File: src/rtl/spi_peripheral.sv
// SPI mode-0 slave backed by a byte-wide register file.
// Frame: ADDR_WIDTH address bits, an R/W bit, then DATA_WIDTH data bits; reads drive MISO.
module spi_peripheral #(
    parameter int ADDR_WIDTH  = 7,
    parameter int DATA_WIDTH  = 8,
    parameter int SYNC_STAGES = 2
) (
    input  logic                  clk,
    input  logic                  reset_n,
    input  logic                  sclk_in,
    input  logic                  cs_in,
    input  logic                  mosi_in,
    output logic                  miso_out,
    output logic                  miso_oe,
    output logic                  xfer_done,
    output logic [ADDR_WIDTH-1:0] last_addr,
    output logic                  last_rw,
    output logic [DATA_WIDTH-1:0] last_data
);

    localparam int CNT_MAX = (ADDR_WIDTH > DATA_WIDTH - 1) ? ADDR_WIDTH : DATA_WIDTH - 1;
    localparam int CNT_W   = (CNT_MAX < 2) ? 1 : $clog2(CNT_MAX + 1);

    typedef enum logic [2:0] {
        IDLE, CMD, RLOAD, RSEND, WDATA, WCOMMIT, DONE
    } state_t;

    state_t                  state;
    logic [SYNC_STAGES-1:0]  sclk_sync;
    logic [SYNC_STAGES-1:0]  cs_sync;
    logic [SYNC_STAGES-1:0]  mosi_sync;
    logic                    sclk_d;
    logic [CNT_W-1:0]        cnt;
    logic [ADDR_WIDTH-1:0]   addr_sr;
    logic [DATA_WIDTH-1:0]   data_sr;
    logic [DATA_WIDTH-1:0]   mem [0:(1 << ADDR_WIDTH) - 1];

    logic                    sclk_s;
    logic                    cs_s;
    logic                    mosi_s;
    logic                    sclk_rise;
    logic                    sclk_fall;
    logic [DATA_WIDTH-1:0]   rd_word;
    logic                    mem_we;

    assign sclk_s    = sclk_sync[SYNC_STAGES-1];
    assign cs_s      = cs_sync[SYNC_STAGES-1];
    assign mosi_s    = mosi_sync[SYNC_STAGES-1];
    assign sclk_rise = sclk_s & ~sclk_d;
    assign sclk_fall = ~sclk_s & sclk_d;
    assign rd_word   = mem[addr_sr];
    // A raised CS in WCOMMIT is an abort, so it suppresses the write too.
    assign mem_we    = reset_n && (state == WCOMMIT) && !cs_s;

    always_ff @(posedge clk) begin
        if (mem_we) begin
            mem[addr_sr] <= data_sr;
        end
    end

    always_ff @(posedge clk) begin
        if (!reset_n) begin
            sclk_sync <= '0;
            cs_sync   <= '1;
            mosi_sync <= '0;
            sclk_d    <= 1'b0;
            state     <= IDLE;
            cnt       <= '0;
            addr_sr   <= '0;
            data_sr   <= '0;
            miso_out  <= 1'b0;
            miso_oe   <= 1'b0;
            xfer_done <= 1'b0;
            last_addr <= '0;
            last_rw   <= 1'b0;
            last_data <= '0;
        end else begin
            sclk_sync <= {sclk_sync[SYNC_STAGES-2:0], sclk_in};
            cs_sync   <= {cs_sync[SYNC_STAGES-2:0], cs_in};
            mosi_sync <= {mosi_sync[SYNC_STAGES-2:0], mosi_in};
            sclk_d    <= sclk_s;
            xfer_done <= 1'b0;

            if (state != IDLE && cs_s) begin
                state   <= IDLE;
                miso_oe <= 1'b0;
                cnt     <= '0;
            end else begin
                case (state)
                    IDLE: begin
                        cnt <= '0;
                        if (!cs_s) begin
                            state <= CMD;
                        end
                    end
                    CMD: begin
                        // The first ADDR_WIDTH rises fill the address; the last one carries R/W.
                        if (sclk_rise) begin
                            if (cnt == CNT_W'(ADDR_WIDTH)) begin
                                cnt   <= '0;
                                state <= mosi_s ? RLOAD : WDATA;
                            end else begin
                                addr_sr <= {addr_sr[ADDR_WIDTH-2:0], mosi_s};
                                cnt     <= cnt + CNT_W'(1);
                            end
                        end
                    end
                    RLOAD: begin
                        data_sr  <= rd_word;
                        miso_out <= rd_word[DATA_WIDTH-1];
                        miso_oe  <= 1'b1;
                        state    <= RSEND;
                    end
                    RSEND: begin
                        if (sclk_rise) begin
                            if (cnt == CNT_W'(DATA_WIDTH - 1)) begin
                                xfer_done <= 1'b1;
                                last_addr <= addr_sr;
                                last_rw   <= 1'b1;
                                last_data <= rd_word;
                                miso_oe   <= 1'b0;
                                state     <= DONE;
                            end else begin
                                cnt <= cnt + CNT_W'(1);
                            end
                        end else if (sclk_fall && cnt != '0) begin
                            data_sr  <= {data_sr[DATA_WIDTH-2:0], 1'b0};
                            miso_out <= data_sr[DATA_WIDTH-2];
                        end
                    end
                    WDATA: begin
                        if (sclk_rise) begin
                            data_sr <= {data_sr[DATA_WIDTH-2:0], mosi_s};
                            if (cnt == CNT_W'(DATA_WIDTH - 1)) begin
                                cnt   <= '0;
                                state <= WCOMMIT;
                            end else begin
                                cnt <= cnt + CNT_W'(1);
                            end
                        end
                    end
                    WCOMMIT: begin
                        xfer_done <= 1'b1;
                        last_addr <= addr_sr;
                        last_rw   <= 1'b0;
                        last_data <= data_sr;
                        state     <= DONE;
                    end
                    DONE: begin
                        miso_oe <= 1'b0;
                    end
                    default: begin
                        state   <= IDLE;
                        miso_oe <= 1'b0;
                    end
                endcase
            end
        end
    end

endmodule

File: config.mk
export PLATFORM = sky130hd
export DESIGN_NAME = spi_peripheral
export DESIGN_NICKNAME = d
export VERILOG_FILES = /design/src/rtl/spi_peripheral.sv
export SDC_FILE = /design/constraint.sdc
export NUM_CORES = 1
export LEC_CHECK = 0
export CAP_MARGIN = 10
export CORE_UTILIZATION = 25
export CTS_CLUSTER_SIZE = 24
export DETAILED_ROUTE_END_ITERATION = 10
export SLEW_MARGIN = 15
export SYNTH_ARGS = -nofsm -noshare
export SYNTH_HDL_FRONTEND = slang
export SYNTH_SLANG_ARGS = --single-unit
File: constraint.sdc
create_clock -name clk -period 7.7 [get_ports clk]
set_input_delay 1.54 -clock clk [delete_from_list [all_inputs] [get_ports clk]]
set_output_delay 1.54 -clock clk [all_outputs]
set_load 0.05 [all_outputs]
# Word level (Yosys, flattened, before mapping)
# Memory sizes are Yosys's and may differ from the RTL's. A register that Yosys moved wholly into a read port is not among the register bits.
# Cells that the tools add are included.
[word_totals]
ram_bits = 1024
mem_count = 1
register_bits = 47
output_inout_bits = 19
[mem_list]
columns = ["memory", "words", "width", "rd", "rd_ports_with_merged_regs", "wr", "line_no", "rtl"]
rows = [
  ["mem", 128, 8, 1, 1, 1, "36", "logic [DATA_WIDTH-1:0] mem [0:(1 << ADDR_WIDTH) - 1];"],
]
[classes]
bitwise = 9
reduce_logical = 22
n_addsub = 1
n_eq_ne = 18
mux = 40
[op_table]
columns = ["cell", "n"]
rows = [
  ["$mux 8", 5],
  ["$mux 3", 12],
  ["$mux 7", 4],
  ["$pmux 8 s3", 1],
  ["$pmux 3 s7", 1],
  ["$ne 2x2->1 const B", 10],
  ["$pmux 8 s2", 1],
  ["$reduce_and 4->1", 4],
  ["$pmux 7 s2", 1],
  ["$eq 3x3->1 const B", 4],
  ["$reduce_bool 3->1", 4],
  ["$mux 1", 10],
  ["$pmux 3 s3", 1],
  ["$reduce_and 8->1", 1],
  ["$not 1->1", 7],
  ["$eq 3x2->1 const B", 2],
  ["$pmux 1 s2", 3],
  ["$reduce_and 5->1", 1],
  ["$logic_and 1x1->1", 4],
  ["$reduce_bool 2->1", 2],
  ["$reduce_or 2->1", 2],
  ["$reduce_or 4->1", 1],
  ["$add 3x1->3 const B", 1],
  ["$eq 3x1->1 const B", 1],
  ["6 further kinds", 7],
]

# Depth between registers and ports, before layout
# Gate-level depths: netlist of run 1.
[depth]
depth_word = 6
mapped_depth = 12
depth_no_buf = 9

# Worst setup path after synthesis of run 1
# Ideal clock, no wire load.
[synth_path]
path_type = "input to register"
start = "input reset_n"
end = "memory mem[62][0], enable pin"
required_ns = 7.330
stages = 6
n_path_buf = 1
t_arrival_ns = 2.770
setup_slack_ns = 4.560
cell_sequence = "nor2b_1 nand2_1 nor2_1 nand3_1 clkbuf_1 nor2_1"
[synth_via]
elab_chain_cells = 4
[synth_lines]
columns = ["element", "line_no", "rtl"]
rows = [
  ["start, declared", "9", "input logic reset_n,"],
  ["$logic_and 1x1->1 (2 in a row)", "53", "assign mem_we = reset_n && (state == WCOMMIT) && !cs_s;"],
  ["$mux 1", "56", "if (mem_we) begin"],
  ["$mux 1 (implied by the code)", "57", "mem[addr_sr] <= data_sr;"],
  ["end, declared", "36", ""],
]
# No other way between the ends.

# Worst setup path in the final report of run 1
[layout_path]
start = "input reset_n"
end = "memory mem[46][2], enable pin"
# The elaborated chain is that of the path after synthesis.

==> impl_metrics.env, run 1 <==
export IMPL_run_status="completed"
export IMPL_antenna_found_initial=1
export IMPL_synth_edf_count=1024
export IMPL_ant_nets=0
export IMPL_grt_pass1_wl_um=153000
export IMPL_drtIter0Drc=2401
export IMPL_start_util=0.252
export IMPL_yosys_warnings=0
export IMPL_grt_overflow_total=0
export IMPL_die_area_sq_um=170000
export IMPL_setup_viol=0
export IMPL_total_power_mw=11.6
export IMPL_p_leak_nw=16.7
export IMPL_drt_total_wl_um=105000
export IMPL_hp_class="reg -> reg"
export IMPL_netlist_top_cells_area="edfxtp_1 73%, mux4_2 11%, dfxtp_1 2.6%, mux2i_1 2.5%, nor2_1 1.6%"
export IMPL_synth_cell_types=60
export IMPL_async_reset_ff_frac=0
export IMPL_power_density_nw_per_um2=240
export IMPL_ir_drop_v=0.000158
export IMPL_crit_slowest_cell="nand3_1"
export IMPL_ioPinCount=24
export IMPL_synth_nets=2142
export IMPL_crit_path_max_fanout=43
export IMPL_utilization=0.288
export IMPL_fin_nets=2178
export IMPL_syn_inst=2134
export IMPL_finClkSkew_ns=0.0305
export IMPL_cts_hold_buf=0
export IMPL_yosysSeqAreaShare=0.758
export IMPL_numClockSinks=1078
export IMPL_path_clk_slew_ns=0.06
export IMPL_die_x_um=412
export IMPL_maxCapViolCount=0
export IMPL_cts_made_buffers=105
export IMPL_root_buffer="clkbuf_16"
export IMPL_viasPerCell=4.69
export IMPL_die_h_um=412
export IMPL_finalMaxSlewViolations=0
export IMPL_drc_errors=0
export IMPL_max_slew_worst_pin_slew_ns=1.16
export IMPL_row_count=150
export IMPL_grt_setup_unrepaired="false"
export IMPL_crit_required_ns=8.00
export IMPL_endpoint_kind="flip-flop"
export IMPL_yosys_area_top_type="edfxtp_1"
export IMPL_ctsResizeCount=0
export IMPL_h_tree_depth=3
export IMPL_gp_congestion=0.832
export IMPL_clock_latency_ns=0.68
export IMPL_cts_tree="yes"
export IMPL_finalSetupTns_ns=0
export IMPL_grt_max_degree=132
export IMPL_synth_flop_cell="edfxtp_1"
export IMPL_areaGrowthSynthToFinish_pct=14.5
export IMPL_fmax_mhz=227
export IMPL_hold_viol=0
export IMPL_finalCritPeriodShare=0.572
export IMPL_port_buffer_count=23
export IMPL_synth_top_area_frac=0.732
export IMPL_crit_chain="clkdlybuf4s50_1, buf_4, nor2b_1, nand2_1, nor2_1, nand3_1, buf_4, nor2_1"
export IMPL_fill_cells=16300
export IMPL_firstDrtPassIters=7
export IMPL_vias=21000
export IMPL_cts_setup_buffers=0
export IMPL_clockBufferDepth=3
export IMPL_yosysMostFrequentCell="edfxtp_1"
export IMPL_final_layout_size_suffix_gt1_frac=0.192
export IMPL_core_area_sq_um=167000
export IMPL_synthTopCellsByCount="1024 x edfxtp_1, 209 x mux4_2, 174 x nor2_1"
export IMPL_slew_headroom=0.224
export IMPL_first_global_vias=21100
export IMPL_crit_path_max_incr_delay_ns=0.67
export IMPL_start_kind="input port"
export IMPL_critPathKind="in -> reg"
export IMPL_finalCriticalPeriod_ns=4.40
export IMPL_ys_ff_latch=1078
export IMPL_crit_arrival_ns=4.70
export IMPL_synth_area_per_cell_sq_um=19.7
export IMPL_grtUsageTotal=0.122
export IMPL_netlist_area_sq_um=42000
export IMPL_wl_per_cell_um=23.6
export IMPL_hpwl_um=62100
final timing paths:
kind,startpoint,end,slack [ns],depth (start not counted)
worst min-delay path,cs_sync[0],cs_sync[1],0.42,1
worst max register to register,flip-flop,last_data[4],3.55,8
worst max-delay path,reset_n,mem[46][2],3.30,8
worst min register to register,cs_sync[0],cs_sync[1],0.42,1
state kept, by name, summed over array words and instances (netlist names), named ones only:
| name | flops |
|---|---|
| miso_oe | 1 |
| cnt | 3 |
| last_rw | 1 |
| addr_sr | 7 |
| last_data | 8 |
| miso_out | 1 |
| sclk_sync | 2 |
| data_sr | 8 |
| cs_sync | 2 |
| state | 3 |
| sclk_d | 1 |
| last_addr | 7 |
| mem | 1024 |
| xfer_done | 1 |
| mosi_sync | 2 |
stage by stage:
step | setup WS [ns] | cells | cell area, sq um | hold WS [ns]
finish | 3.30 | 4465 | 48100 | 0.424
global route | 3.07 | 4465 | 48100 | 0.462
detailed placement | 2.62 | 4267 | 44600 | 0.408
CTS | 3.34 | 4464 | 48100 | 0.429
floorplan | 4.56 | 2134 | 42000 | 0.386
global placement | 2.66 | 4267 | 44600 | 0.398
worst max-delay path, delay by kind of cell:
kind,cells,cell delay (ns)
buf+inv,3,1.31
simple gates,5,1.84
power by group:
group / total, mW / switching (mW) / internal [mW]
clock: 5.23 / 2.18 / 3.04
sequential: 6.32 / 0.00237 / 6.31
combinational: 0.0106 / 0.00543 / 0.00512
cells by family (layout without fill, tap and decap cells):
kind of cell | Yosys count | count (layout) | synth area share
other | 0 | 1 | 0
flip-flops | 1078 | 1078 | 0.758
multiplexers | 326 | 326 | 0.143
adder cells (fa/ha/maj) | 3 | 3 | 0.000894
buffers and inverters | 129 | 255 | 0.0177
AND/OR/NAND/NOR | 360 | 360 | 0.0393
AO/OA/AOI/OAI | 238 | 238 | 0.0411
routing by layer:
| layer | GRT usage | vias to the layer above | part of all wire |
|---|---|---|---|
| li1 | - | 8869 | - |
| met1 | 0.171 | 11000 | 0.43 |
| met2 | 0.190 | 925 | 0.46 |
| met3 | 0.0225 | 154 | 0.080 |
| met4 | 0.0405 | 0 | 0.028 |
| met5 | 0 | - | 0 |
cell type report:
cell class,count,area [sq um],share of cell area
antenna,1,2.50,0.0000520
clock buffer,132,2830,0.0589
inverter,7,26.3,0.000546
multi-input combinational,927,9460,0.197
timing repair buffer,51,490,0.0102
sequential,1078,31900,0.662
clock inverter,65,671,0.0139
tap,2204,2760,0.0573
cell usage in the layout (no fill, tap or decap), types with 6 or more instances in the layout:
cell type,netlist,final
a22oi_1,31,31
a22o_1,12,12
nand2b_1,10,10
and2_1,10,10
clkbuf_16,0,109
a21oi_1,35,35
nand4_1,6,6
inv_1,6,6
mux4_1,9,9
bufinv_16,0,13
buf_4,9,24
nor3_1,6,6
clkbuf_1,60,21
nand2_1,73,69
clkinv_2,0,16
edfxtp_1,1024,1024
nand3_1,17,17
mux4_2,209,209
mux2i_1,105,105
dfxtp_4,0,10
dfxtp_1,54,43
clkinv_1,1,22
nor2_1,174,171
o22ai_1,54,54
clkinvlp_4,0,8
o21ai_0,18,18
clkdlybuf4s50_1,0,23
o221ai_1,17,17
a211oi_1,28,28
nor2b_1,28,28
and3_1,8,8
Note: power is estimated with default switching activity, not from simulation.
==> run 2, diff against run 1 <==
- clock period: 7.7 -> 4.59 ns (I/O delays scaled with it)
==> run 2 against run 1 <==
Via count increased by 0.22%. Count of clock-buffer cells in the layout shrank 13. Critical endpoint is now last_data[1]. Die area is the same. Critical path type is now reg -> reg. Highest routed layer unchanged.
==> impl_metrics.env, run 2 (synthesized netlist as in run 1, its figures left out) <==
export IMPL_run_status="completed"
export IMPL_crit_arrival_ns=3.98
export IMPL_start_util=0.252
export IMPL_drc_errors=0
export IMPL_ctsResizeCount=0
export IMPL_hold_slack_ns=0.418
export IMPL_core_area_sq_um=167000
export IMPL_maxCapViolCount=0
export IMPL_crit_slowest_cell="nor2_2"
export IMPL_ioPinCount=24
export IMPL_drtIter0Drc=2326
export IMPL_fmax_mhz=298
export IMPL_final_layout_size_suffix_gt1_frac=0.198
export IMPL_grt_setup_unrepaired="false"
export IMPL_die_x_um=412
export IMPL_critPathKind="reg -> reg"
export IMPL_grt_pass1_wl_um=149000
export IMPL_slew_headroom=0.245
export IMPL_finalMaxSlewViolations=0
export IMPL_die_area_sq_um=170000
export IMPL_areaGrowthSynthToFinish_pct=14.5
export IMPL_finalCriticalPeriod_ns=3.36
export IMPL_power_frac_seq=0.562
export IMPL_reg_top3="mem (1024), data_sr (8), last_data (8)"
export IMPL_max_slew_worst_pin_slew_ns=1.13
export IMPL_p_leak_nw=16.7
export IMPL_crit_path_max_fanout=22
export IMPL_final_common_cell="edfxtp_1"
export IMPL_finClkSkew_ns=0.0358
export IMPL_finalCritPeriodShare=0.732
export IMPL_p_switching_mw=3.63
export IMPL_setup_viol=0
export IMPL_start_kind="flip-flop"
export IMPL_final_cell_mix="1024 x edfxtp_1, 209 x mux4_2, 171 x nor2_1"
export IMPL_row_count=150
export IMPL_fin_nets=2211
export IMPL_crit_path_max_incr_delay_ns=0.76
export IMPL_die_h_um=412
export IMPL_clockBufferDepth=3
export IMPL_grt_max_degree=88
export IMPL_power_density_nw_per_um2=392
export IMPL_clkPwrFrac=0.437
export IMPL_cts_tree="yes"
export IMPL_total_power_mw=18.9
export IMPL_viasPerCell=4.68
export IMPL_ant_nets=0
export IMPL_intPower_mw=15.2
export IMPL_hpwl_um=62500
export IMPL_hp_class="reg -> reg"
export IMPL_combPwrFrac=0.001
export IMPL_vias=21000
export IMPL_ir_drop_v=0.000265
export IMPL_drt_total_wl_um=101000
export IMPL_h_tree_depth=3
export IMPL_finalSetupTns_ns=0
export IMPL_switching_share=0.193
export IMPL_antenna_found_initial=3
export IMPL_cts_setup_buffers=0
export IMPL_first_global_vias=21100
export IMPL_crit_chain="clkinv_1, nor2_2, buf_4, a22oi_1, nand2_1, nand4_1, o2111ai_1, o211a_1"
export IMPL_path_clk_slew_ns=0.06
export IMPL_root_buffer="clkbuf_16"
export IMPL_crit_required_ns=5.21
export IMPL_grt_overflow_total=0
export IMPL_gp_congestion=0.826
export IMPL_port_buffer_count=23
export IMPL_regMostFlops="mem"
export IMPL_numClockSinks=1078
export IMPL_placed_area_sq_um=44900
export IMPL_hold_viol=0
export IMPL_clock_latency_ns=0.68
export IMPL_endpoint_kind="flip-flop"
export IMPL_largest_reg_flops=1024
export IMPL_cts_hold_buf=0
export IMPL_grtUsageTotal=0.118
export IMPL_firstDrtPassIters=5
export IMPL_cts_made_buffers=104
export IMPL_wl_per_cell_um=22.6
export IMPL_fin_area_sq_um=48100
run 2: cell count changes in the layout (fill, tap and decap cells not counted), moves of 3 or more:
cell,change
buf_4,+32
bufinv_16,-5
clkbuf_1,-7
clkbuf_16,-4
clkinv_1,+8
inv_6,-3
nand2_1,+4
nand2_2,-4
run 2: power by group through the flow:
stage / Combinational (mW) / Sequential, mW / Clock, mW
floorplan: 0.0126 / 10.8 / 0
global placement: 0.0185 / 10.8 / 0
detailed placement: 0.0185 / 10.8 / 0
CTS: 0.0186 / 10.6 / 8.36
global route: 0.0202 / 10.6 / 8.70
finish: 0.0186 / 10.6 / 8.25
run 2: cell type report:
type,count,area (sq um)
Antenna cell,1,2.50
Clock buffer,119,2680
Clock inverter,69,569
Fill cell,16300,119000
Inverter,7,26.3
Multi-Input combinational cell,927,9450
Sequential cell,1078,31900
Tap cell,2204,2760
Timing Repair Buffer,85,771
run 2: per-stage QoR:
stage | setup slack, ns | utilization | cells
after floorplan | 2.07 | - | 2134
after global placement | 1.06 | 0.269 | 4301
final | 1.23 | 0.288 | 4490
after global routing | 1.13 | 0.288 | 4490
after detailed placement | 1.12 | 0.269 | 4301
after CTS | 1.20 | 0.288 | 4489
run 2: path summary, 6_finish.rpt:
path | from | to | slack [ns] | cells past startpoint
worst min-delay path | cs_sync[0] | cs_sync[1] | 0.42 | 1
worst min register to register | cs_sync[0] | cs_sync[1] | 0.42 | 1
worst max register to register | flip-flop | last_data[1] | 1.23 | 8
worst max-delay path | flip-flop | last_data[1] | 1.23 | 8
run 2: metal layers:
metal | share of wire | global-route usage
met4 | 0.024 | 0.0358
met1 | 0.43 | 0.163
met3 | 0.070 | 0.0175
met5 | 0 | 0
met2 | 0.48 | 0.192
run 2: critical path, delay by kind of cell, from the launching register on:
kind                   cells  cell delay [ns]
DFF                        1             0.63
and+or+nand+nor            3             1.21
AOI/OAI and AO/OA          3             0.67
buffers and inverters      2             0.76
